## config.mk

```make
export PLATFORM = sky130hd
export DESIGN_NAME = otbn_mac_bignum_mulseq_flat
export DESIGN_NICKNAME = d
export VERILOG_FILES = /design/src/rtl/otbn_mac_bignum_mulseq_if.sv /design/src/rtl/otbn_mac_bignum_mulseq.sv /design/src/flat_wrapper.sv
export SDC_FILE = /design/constraint.sdc
export NUM_CORES = 2
export LEC_CHECK = 0
export CAP_MARGIN = 20
export CORE_AREA = 2 2 711 713
export DETAILED_ROUTE_END_ITERATION = 7
export DIE_AREA = 0 0 713 715
export PLACE_DENSITY_LB_ADDON = 0.12
export SYNTH_ARGS = -nofsm -noshare
export SYNTH_HDL_FRONTEND = slang
export SYNTH_SLANG_ARGS = --single-unit
```

## constraint.sdc

```tcl
create_clock -name clk_i -period 46.3 [get_ports clk_i]
set_input_delay 9.26 -clock clk_i [delete_from_list [all_inputs] [get_ports clk_i]]
set_output_delay 9.26 -clock clk_i [all_outputs]
set_load 0.02 [all_outputs]
```

## src/rtl/otbn_mac_bignum_mulseq_if.sv

```systemverilog
// Bundle between the multiply sequencer, its controller and the bignum MAC.
// Handshakes: a start transfers when start_i & ready_o at a rising clk edge; a product transfers when res_valid_o & res_ready_i.
interface otbn_mac_bignum_mulseq_if #(
    parameter int WLEN = 256
);
    logic                start_i;
    logic                ready_o;
    logic [WLEN-1:0]     op_a_i;
    logic [WLEN-1:0]     op_b_i;
    logic                res_valid_o;
    logic                res_ready_i;
    logic [2*WLEN-1:0]   res_o;
    logic                mac_en_o;
    logic                mac_commit_o;
    logic [WLEN-1:0]     mac_op_a_o;
    logic [WLEN-1:0]     mac_op_b_o;
    logic [1:0]          mac_a_qw_sel_o;
    logic [1:0]          mac_b_qw_sel_o;
    logic [1:0]          mac_shift_imm_o;
    logic                mac_zero_acc_o;
    logic                mac_shift_acc_o;
    logic                mac_wr_hw_sel_upper_o;
    logic                mac_predec_op_en_o;
    logic                mac_predec_acc_rd_en_o;
    logic [WLEN-1:0]     mac_result_i;
    logic                mac_intg_err_i;
    logic                mac_predec_err_i;
    logic                sec_wipe_acc_urnd_o;
    logic                err_o;
    logic [2:0]          dbg_state_o;

    modport slave (
        input  start_i, op_a_i, op_b_i, res_ready_i, mac_result_i, mac_intg_err_i, mac_predec_err_i,
        output ready_o, res_valid_o, res_o, mac_en_o, mac_commit_o, mac_op_a_o, mac_op_b_o,
               mac_a_qw_sel_o, mac_b_qw_sel_o, mac_shift_imm_o, mac_zero_acc_o, mac_shift_acc_o,
               mac_wr_hw_sel_upper_o, mac_predec_op_en_o, mac_predec_acc_rd_en_o,
               sec_wipe_acc_urnd_o, err_o, dbg_state_o
    );

    modport master (
        output start_i, op_a_i, op_b_i, res_ready_i, mac_result_i, mac_intg_err_i, mac_predec_err_i,
        input  ready_o, res_valid_o, res_o, mac_en_o, mac_commit_o, mac_op_a_o, mac_op_b_o,
               mac_a_qw_sel_o, mac_b_qw_sel_o, mac_shift_imm_o, mac_zero_acc_o, mac_shift_acc_o,
               mac_wr_hw_sel_upper_o, mac_predec_op_en_o, mac_predec_acc_rd_en_o,
               sec_wipe_acc_urnd_o, err_o, dbg_state_o
    );
endinterface

```

## src/rtl/otbn_mac_bignum_mulseq.sv

```systemverilog
// Drives the 16-step quarter-word schedule on the bignum MAC and assembles the 2*WLEN product.
// Optional accumulator wipe after the last step when OTBN_MULSEQ_SEC_WIPE_EN is defined.
module otbn_mac_bignum_mulseq #(
    parameter int WLEN = 256
) (
    input  logic                     clk_i,
    input  logic                     rst_i,
    otbn_mac_bignum_mulseq_if.slave  bus
);
    localparam int QWLEN = WLEN / 4;
    localparam int HW    = 2 * QWLEN;

    typedef enum logic [2:0] {
        ST_IDLE  = 3'd0,
        ST_RUN   = 3'd1,
`ifdef OTBN_MULSEQ_SEC_WIPE_EN
        ST_WIPE  = 3'd2,
`endif
        ST_DONE  = 3'd3,
        ST_ERROR = 3'd4
    } state_e;

    state_e              r_state;
    state_e              w_state_next;
    logic [3:0]          r_step;
    logic [WLEN-1:0]     r_op_a;
    logic [WLEN-1:0]     r_op_b;
    logic [2*WLEN-1:0]   r_res;

    logic [5:0]          w_sched;
    logic                w_so;
    logic [1:0]          w_res_sel;
    logic                w_run;
    logic                w_accept;
    logic                w_err_in;
    logic                w_unused_result;

    assign w_run           = (r_state == ST_RUN);
    assign w_accept        = (r_state == ST_IDLE) & bus.start_i;
    assign w_err_in        = bus.mac_intg_err_i | bus.mac_predec_err_i;
    assign w_unused_result = ^bus.mac_result_i[WLEN-1:HW];

    // {a_qw, b_qw, shift}; .SO steps fold the low half-word out into the product.
    always_comb begin
        w_sched   = 6'b00_00_00;
        w_so      = 1'b0;
        w_res_sel = 2'd0;
        case (r_step)
            4'd0:  w_sched = 6'b00_00_00;
            4'd1:  w_sched = 6'b01_00_01;
            4'd2:  begin w_sched = 6'b00_01_01; w_so = 1'b1; w_res_sel = 2'd0; end
            4'd3:  w_sched = 6'b10_00_00;
            4'd4:  w_sched = 6'b01_01_00;
            4'd5:  w_sched = 6'b00_10_00;
            4'd6:  w_sched = 6'b11_00_01;
            4'd7:  w_sched = 6'b10_01_01;
            4'd8:  w_sched = 6'b01_10_01;
            4'd9:  begin w_sched = 6'b00_11_01; w_so = 1'b1; w_res_sel = 2'd1; end
            4'd10: w_sched = 6'b11_01_00;
            4'd11: w_sched = 6'b10_10_00;
            4'd12: w_sched = 6'b01_11_00;
            4'd13: w_sched = 6'b11_10_01;
            4'd14: begin w_sched = 6'b10_11_01; w_so = 1'b1; w_res_sel = 2'd2; end
            default: begin w_sched = 6'b11_11_00; w_so = 1'b1; w_res_sel = 2'd3; end
        endcase
    end

    always_ff @(posedge clk_i or posedge rst_i) begin
        if (rst_i) begin
            r_state <= ST_IDLE;
        end else begin
            r_state <= w_state_next;
        end
    end

    always_comb begin
        w_state_next = r_state;
        case (r_state)
            ST_IDLE:  if (bus.start_i) w_state_next = ST_RUN;
            ST_RUN: begin
                if (w_err_in) begin
                    w_state_next = ST_ERROR;
                end else if (r_step == 4'd15) begin
`ifdef OTBN_MULSEQ_SEC_WIPE_EN
                    w_state_next = ST_WIPE;
`else
                    w_state_next = ST_DONE;
`endif
                end
            end
`ifdef OTBN_MULSEQ_SEC_WIPE_EN
            ST_WIPE:  w_state_next = ST_DONE;
`endif
            ST_DONE:  if (bus.res_ready_i) w_state_next = ST_IDLE;
            ST_ERROR: w_state_next = ST_ERROR;
            default:  w_state_next = ST_ERROR;
        endcase
    end

    always_ff @(posedge clk_i or posedge rst_i) begin
        if (rst_i) begin
            r_step <= 4'd0;
            r_op_a <= '0;
            r_op_b <= '0;
            r_res  <= '0;
        end else if (w_accept) begin
            r_step <= 4'd0;
            r_op_a <= bus.op_a_i;
            r_op_b <= bus.op_b_i;
            r_res  <= '0;
        end else if (w_run) begin
            r_step <= r_step + 4'd1;
            if (w_so) r_res[32'(w_res_sel) * HW +: HW] <= bus.mac_result_i[HW-1:0];
        end
    end

    // ready_o is masked by reset so every output reads 0 while rst_i is high.
    assign bus.ready_o                = (r_state == ST_IDLE) & ~rst_i;
    assign bus.res_valid_o            = (r_state == ST_DONE);
    assign bus.res_o                  = r_res;
    assign bus.err_o                  = (r_state == ST_ERROR);
    assign bus.mac_en_o               = w_run;
    assign bus.mac_commit_o           = w_run;
    assign bus.mac_op_a_o             = w_run ? r_op_a : '0;
    assign bus.mac_op_b_o             = w_run ? r_op_b : '0;
    assign bus.mac_a_qw_sel_o         = w_run ? w_sched[5:4] : 2'd0;
    assign bus.mac_b_qw_sel_o         = w_run ? w_sched[3:2] : 2'd0;
    assign bus.mac_shift_imm_o        = w_run ? w_sched[1:0] : 2'd0;
    assign bus.mac_zero_acc_o         = w_run & (r_step == 4'd0);
    assign bus.mac_shift_acc_o        = w_run & w_so;
    assign bus.mac_wr_hw_sel_upper_o  = w_run & w_so & w_res_sel[0];
    assign bus.mac_predec_op_en_o     = w_run;
    assign bus.mac_predec_acc_rd_en_o = w_run & ~(r_step == 4'd0);
    assign bus.dbg_state_o            = r_state;
`ifdef OTBN_MULSEQ_SEC_WIPE_EN
    assign bus.sec_wipe_acc_urnd_o    = (r_state == ST_WIPE);
`else
    assign bus.sec_wipe_acc_urnd_o    = 1'b0;
`endif
endmodule

```

## src/flat_wrapper.sv

```systemverilog
// flat-port wrapper written by rule: the top's interface ports become plain ports
module otbn_mac_bignum_mulseq_flat 
#(
    parameter int WLEN = 256
)
  (clk_i, rst_i, bus_start_i, bus_op_a_i, bus_op_b_i, bus_res_ready_i, bus_mac_result_i, bus_mac_intg_err_i, bus_mac_predec_err_i, bus_ready_o, bus_res_valid_o, bus_res_o, bus_mac_en_o, bus_mac_commit_o, bus_mac_op_a_o, bus_mac_op_b_o, bus_mac_a_qw_sel_o, bus_mac_b_qw_sel_o, bus_mac_shift_imm_o, bus_mac_zero_acc_o, bus_mac_shift_acc_o, bus_mac_wr_hw_sel_upper_o, bus_mac_predec_op_en_o, bus_mac_predec_acc_rd_en_o, bus_sec_wipe_acc_urnd_o, bus_err_o, bus_dbg_state_o);
  otbn_mac_bignum_mulseq_if #(.WLEN(WLEN)) bus_i ();
  input  logic clk_i;
  input  logic rst_i;
  input wire logic [$bits(bus_i.start_i)-1:0] bus_start_i;
  input wire logic [$bits(bus_i.op_a_i)-1:0] bus_op_a_i;
  input wire logic [$bits(bus_i.op_b_i)-1:0] bus_op_b_i;
  input wire logic [$bits(bus_i.res_ready_i)-1:0] bus_res_ready_i;
  input wire logic [$bits(bus_i.mac_result_i)-1:0] bus_mac_result_i;
  input wire logic [$bits(bus_i.mac_intg_err_i)-1:0] bus_mac_intg_err_i;
  input wire logic [$bits(bus_i.mac_predec_err_i)-1:0] bus_mac_predec_err_i;
  output wire logic [$bits(bus_i.ready_o)-1:0] bus_ready_o;
  output wire logic [$bits(bus_i.res_valid_o)-1:0] bus_res_valid_o;
  output wire logic [$bits(bus_i.res_o)-1:0] bus_res_o;
  output wire logic [$bits(bus_i.mac_en_o)-1:0] bus_mac_en_o;
  output wire logic [$bits(bus_i.mac_commit_o)-1:0] bus_mac_commit_o;
  output wire logic [$bits(bus_i.mac_op_a_o)-1:0] bus_mac_op_a_o;
  output wire logic [$bits(bus_i.mac_op_b_o)-1:0] bus_mac_op_b_o;
  output wire logic [$bits(bus_i.mac_a_qw_sel_o)-1:0] bus_mac_a_qw_sel_o;
  output wire logic [$bits(bus_i.mac_b_qw_sel_o)-1:0] bus_mac_b_qw_sel_o;
  output wire logic [$bits(bus_i.mac_shift_imm_o)-1:0] bus_mac_shift_imm_o;
  output wire logic [$bits(bus_i.mac_zero_acc_o)-1:0] bus_mac_zero_acc_o;
  output wire logic [$bits(bus_i.mac_shift_acc_o)-1:0] bus_mac_shift_acc_o;
  output wire logic [$bits(bus_i.mac_wr_hw_sel_upper_o)-1:0] bus_mac_wr_hw_sel_upper_o;
  output wire logic [$bits(bus_i.mac_predec_op_en_o)-1:0] bus_mac_predec_op_en_o;
  output wire logic [$bits(bus_i.mac_predec_acc_rd_en_o)-1:0] bus_mac_predec_acc_rd_en_o;
  output wire logic [$bits(bus_i.sec_wipe_acc_urnd_o)-1:0] bus_sec_wipe_acc_urnd_o;
  output wire logic [$bits(bus_i.err_o)-1:0] bus_err_o;
  output wire logic [$bits(bus_i.dbg_state_o)-1:0] bus_dbg_state_o;
  assign bus_i.start_i = bus_start_i;
  assign bus_i.op_a_i = bus_op_a_i;
  assign bus_i.op_b_i = bus_op_b_i;
  assign bus_i.res_ready_i = bus_res_ready_i;
  assign bus_i.mac_result_i = bus_mac_result_i;
  assign bus_i.mac_intg_err_i = bus_mac_intg_err_i;
  assign bus_i.mac_predec_err_i = bus_mac_predec_err_i;
  assign bus_ready_o = bus_i.ready_o;
  assign bus_res_valid_o = bus_i.res_valid_o;
  assign bus_res_o = bus_i.res_o;
  assign bus_mac_en_o = bus_i.mac_en_o;
  assign bus_mac_commit_o = bus_i.mac_commit_o;
  assign bus_mac_op_a_o = bus_i.mac_op_a_o;
  assign bus_mac_op_b_o = bus_i.mac_op_b_o;
  assign bus_mac_a_qw_sel_o = bus_i.mac_a_qw_sel_o;
  assign bus_mac_b_qw_sel_o = bus_i.mac_b_qw_sel_o;
  assign bus_mac_shift_imm_o = bus_i.mac_shift_imm_o;
  assign bus_mac_zero_acc_o = bus_i.mac_zero_acc_o;
  assign bus_mac_shift_acc_o = bus_i.mac_shift_acc_o;
  assign bus_mac_wr_hw_sel_upper_o = bus_i.mac_wr_hw_sel_upper_o;
  assign bus_mac_predec_op_en_o = bus_i.mac_predec_op_en_o;
  assign bus_mac_predec_acc_rd_en_o = bus_i.mac_predec_acc_rd_en_o;
  assign bus_sec_wipe_acc_urnd_o = bus_i.sec_wipe_acc_urnd_o;
  assign bus_err_o = bus_i.err_o;
  assign bus_dbg_state_o = bus_i.dbg_state_o;
  otbn_mac_bignum_mulseq #(.WLEN(WLEN)) u_core (.clk_i(clk_i), .rst_i(rst_i), .bus(bus_i));
endmodule
```

==> impl_metrics.tcl <==
set metrics [dict create \
    fp.dieH_um 715 \
    global_route.usage.total_pct 14.64 \
    mostFrequentLayoutCells "2310 x nand2_1, 1684 x clkdlybuf4s50_1, 1031 x dfrtp_1, 643 x and2_1, 257 x mux2i_1" \
    peakVddDrop_v 0.00002937 \
    cts_root_buffer "clkbuf_16" \
    r2r_cells 13 \
    regToRegStartpoint "u_core.r_step[0]" \
    synth_adder_area_share_pct 0.2324 \
    avgSynthCellArea_um2 8.957 \
    fraction_of_final_layout_cells_sized_beyond_drive_strength_1_pct 5.504 \
    finalHoldViolations 0 \
    post_cts_hold_buffer_count 0 \
    maxSlewViolCount 0 \
    muxShareOfSynthArea_pct 8.383 \
    power_density_nw_per_um2 31.20 \
    max-cap-violations 0 \
    worst_slack_ns 26.31 \
    syn_to_final_growth_pct 61.55 \
    via_count 45473 \
    cts.path.max_buffers 4 \
    max_slew.worst_pin.slew_ns 1.459 \
    routedWlPerCell_um 28.04 \
    cts_tree "yes" \
    synth_top_cell_area_share_pct 53.23 \
    power.sequential.fraction_pct 38.4 \
    cts-buffers-inserted 163 \
    power_frac_clock_pct 52.9 \
    route.detailed.vias_per_inst 3.297 \
    synth_seq_area_share_pct 53.23 \
    sw_frac_of_total_pct 28.04 \
    synth_compound_area_share_pct 3.996 \
    crit_top_cell "clkdlybuf4s50_1" \
    clock_skew_ns 0.09958 \
    drc 0 \
    cp_data_arrival_time_ns 10.73 \
    h-tree-depth 4 \
    synth_ff_type "dfrtp_1" \
    pre_cts_ws_ns 26.30 \
    grt_setup_unrepaired "no" \
    maximum_number_of_pins_on_one_net_before_global_route_repair 176 \
    cpPeakStageDelay_ns 0.67 \
    finalWorstPathRequiredPeriod_ns 19.99 \
    clock_latency_ns 0.89 \
    synthesis.instances 5411 \
    post_synth_main_area_contributors "dfrtp_1 53%, nand2_1 18%, and2_1 8.3%" \
    crit_path_max_fanout 2 \
    fp.coreArea_um2 502900 \
    detail-route-antenna-nets 0 \
    detail_route.first_pass.iterations 5 \
    numClockSinks 1031 \
    run_status "finished, final reports clean" \
    cp-end-kind "output port" \
    io_pins 1818 \
    routed_wl_um 386600 \
    static_leakage_nw 34.41 \
    fillerInstances 56766 \
    drt_iter0_markers 2526 \
    cp_data_required_time_ns 37.04 \
    setup_viol 0 \
    dominant_combinational_cell_family_by_area_after_synthesis "simple AND/OR/NAND/NOR gates" \
    crit_family "buffers and inverters" \
    comb_power_share_pct 8.7 \
    timing.slew.headroom_pct 2.753 \
    final_common_cell "nand2_1" \
    timing.hold.worst.class "reg -> reg" \
    fmax_ghz 0.05001 \
    post-route-period-util_pct 43.18 \
    routabilityCongestion 0.8613 \
    critical_path.startpoint "rst_i" \
    fin_setup_tns_ns 0 \
    grt_overflow_total 0 \
    number_of_global_route_vias_before_repair 47947 \
    synth_seq_cells 1031 \
    crit_chain "clkdlybuf4s50_1, nor4_1, clkdlybuf4s50_1" \
    place.detailed.hpwl_um 299000 \
    worst-path-buf-inv 2 \
    switchingPower_w 0.0006851 \
    die_footprint_um2 509800 \
    cellInternalPower_w 0.001758 \
    reg2reg_to "u_core.bus.res_o[427]" \
    critical_path_depth 3 \
    reg2reg_setup_slack_ns 39.79 \
    std_cell_rows 261 \
    critical_path_launch_point_type "input port" \
    wire_length_of_the_first_global_routing_pass_um 502100 \
    synth_enable_flop_cells 0 \
    antenna_found_initial 212 \
    yosys_warnings 0 \
    final_nets 7699 \
    die_w_um 713 \
    synth_area_um2 48460 \
    post_cts_resize_count 0 \
    yosysTopAreaCell "dfrtp_1" \
    synth_xor_xnor_area_share_pct 0.05422 \
    worst_path_max_delay_cell "clkdlybuf4s50_1" \
    floorplan.initialDensity_pct 9.637 \
    port_buffers 1687 \
    setup.worst_path.class "in -> out" \
    post_synth_num_cell_types 50 \
    synth_simple_gate_area_share_pct 30.10 \
    end_of_the_critical_path "bus_ready_o" \
    clk_pin_slew_ns 0.05 \
    async_flop_share_pct 100.0 \
    cts.repair_timing.setup_buffer_count 0 \
    finalCoreUtilization_pct 15.57 \
]
## synth_stat cells (21+ instances only)
cell and count:
nor3_1 136, a31o_1 120, and2_1 645, nor3b_1 131, a21oi_1 138, buf_4 21
nand2_1 2311, mux2i_1 257, mux2_1 110, clkbuf_1 277, dfrtp_1 1031, buf_2 123
## power groups by stage
stage	clock network (W)	logic, W	registers, W
after floorplan	0	0.0000872	0.000950
after global placement	0	0.000218	0.000954
after detailed placement	0	0.000219	0.000955
after CTS	0.00136	0.000220	0.000939
after global routing	0.00138	0.000234	0.000942
final	0.00129	0.000213	0.000939
## worst min path at each step
stage	startpoint	endpoint	slack, ns	cells after the start
after floorplan	u_core.r_op_a[0]	u_core.r_op_a[0]	0.44	2
after global placement	u_core.r_op_a[105]	u_core.r_op_a[105]	0.45	2
after detailed placement	u_core.r_op_a[11]	u_core.r_op_a[11]	0.45	2
after CTS	u_core.r_op_a[71]	u_core.r_op_a[71]	0.47	2
after global routing	u_core.r_op_a[99]	u_core.r_op_a[99]	0.48	2
final	u_core.r_op_b[188]	u_core.r_op_b[188]	0.46	2
## state kept, by name, summed over array words and instances (netlist names)
name,cells
u_core.bus.dbg_state_o,3
u_core.r_step,4
u_core.bus.res_o,512
u_core.r_op_a,256
u_core.r_op_b,256
## metal layers
| layer | GRT usage, % | part of all wire (%) | up-vias |
|---|---|---|---|
| met3 | 5.270 | 8.1 | 515 |
| met2 | 24.69 | 48 | 1585 |
| met5 | 0 | 0.077 | - |
| met1 | 17.40 | 41 | 23044 |
| met4 | 4.177 | 3.0 | 48 |
| li1 | - | - | 20281 |
## metrics by stage
| step | total power, W | instances | area, µm² | hold WS [ns] |
|---|---|---|---|---|
| 5_1_grt | 0.002559 | 13762 | 78220 | 0.4789 |
| 2_1_floorplan | 0.001037 | 5412 | 48470 | 0.4374 |
| 3_5_place_dp | 0.001174 | 13455 | 72790 | 0.4539 |
| 3_3_place_gp | 0.001173 | 13449 | 72730 | 0.4546 |
| 4_1_cts | 0.002516 | 13735 | 78110 | 0.4682 |
| 6_report | 0.002443 | 13791 | 78290 | 0.4614 |
## kinds of logic after synthesis
logic type	count (synthesis)
xor+xnor	3
mux	386
other cells	1
flops	1031
buf+inv	447
fa+ha+maj	9
compound gates	280
simple gates	3254
## area by class of cell
class / instances / area, µm² / share of cell area, %
flip-flops and latches: 1031 / 25800 / 32.95
multi-input cells: 3934 / 20880 / 26.67
repair buffers: 1778 / 17710 / 22.62
well taps: 6706 / 8391 / 10.72
clock buffers: 246 / 4802 / 6.134
clock inverters: 34 / 516.7 / 0.6600
diodes: 54 / 135.1 / 0.1726
inverters: 8 / 52.55 / 0.06712
## worst min-delay path: stages (launching register included)
cell and delay, ns:
dfrtp_1 0.33, nand2_1 0.05, nand2_1 0.05
No activity file was read; power rests on OpenSTA's default activity.
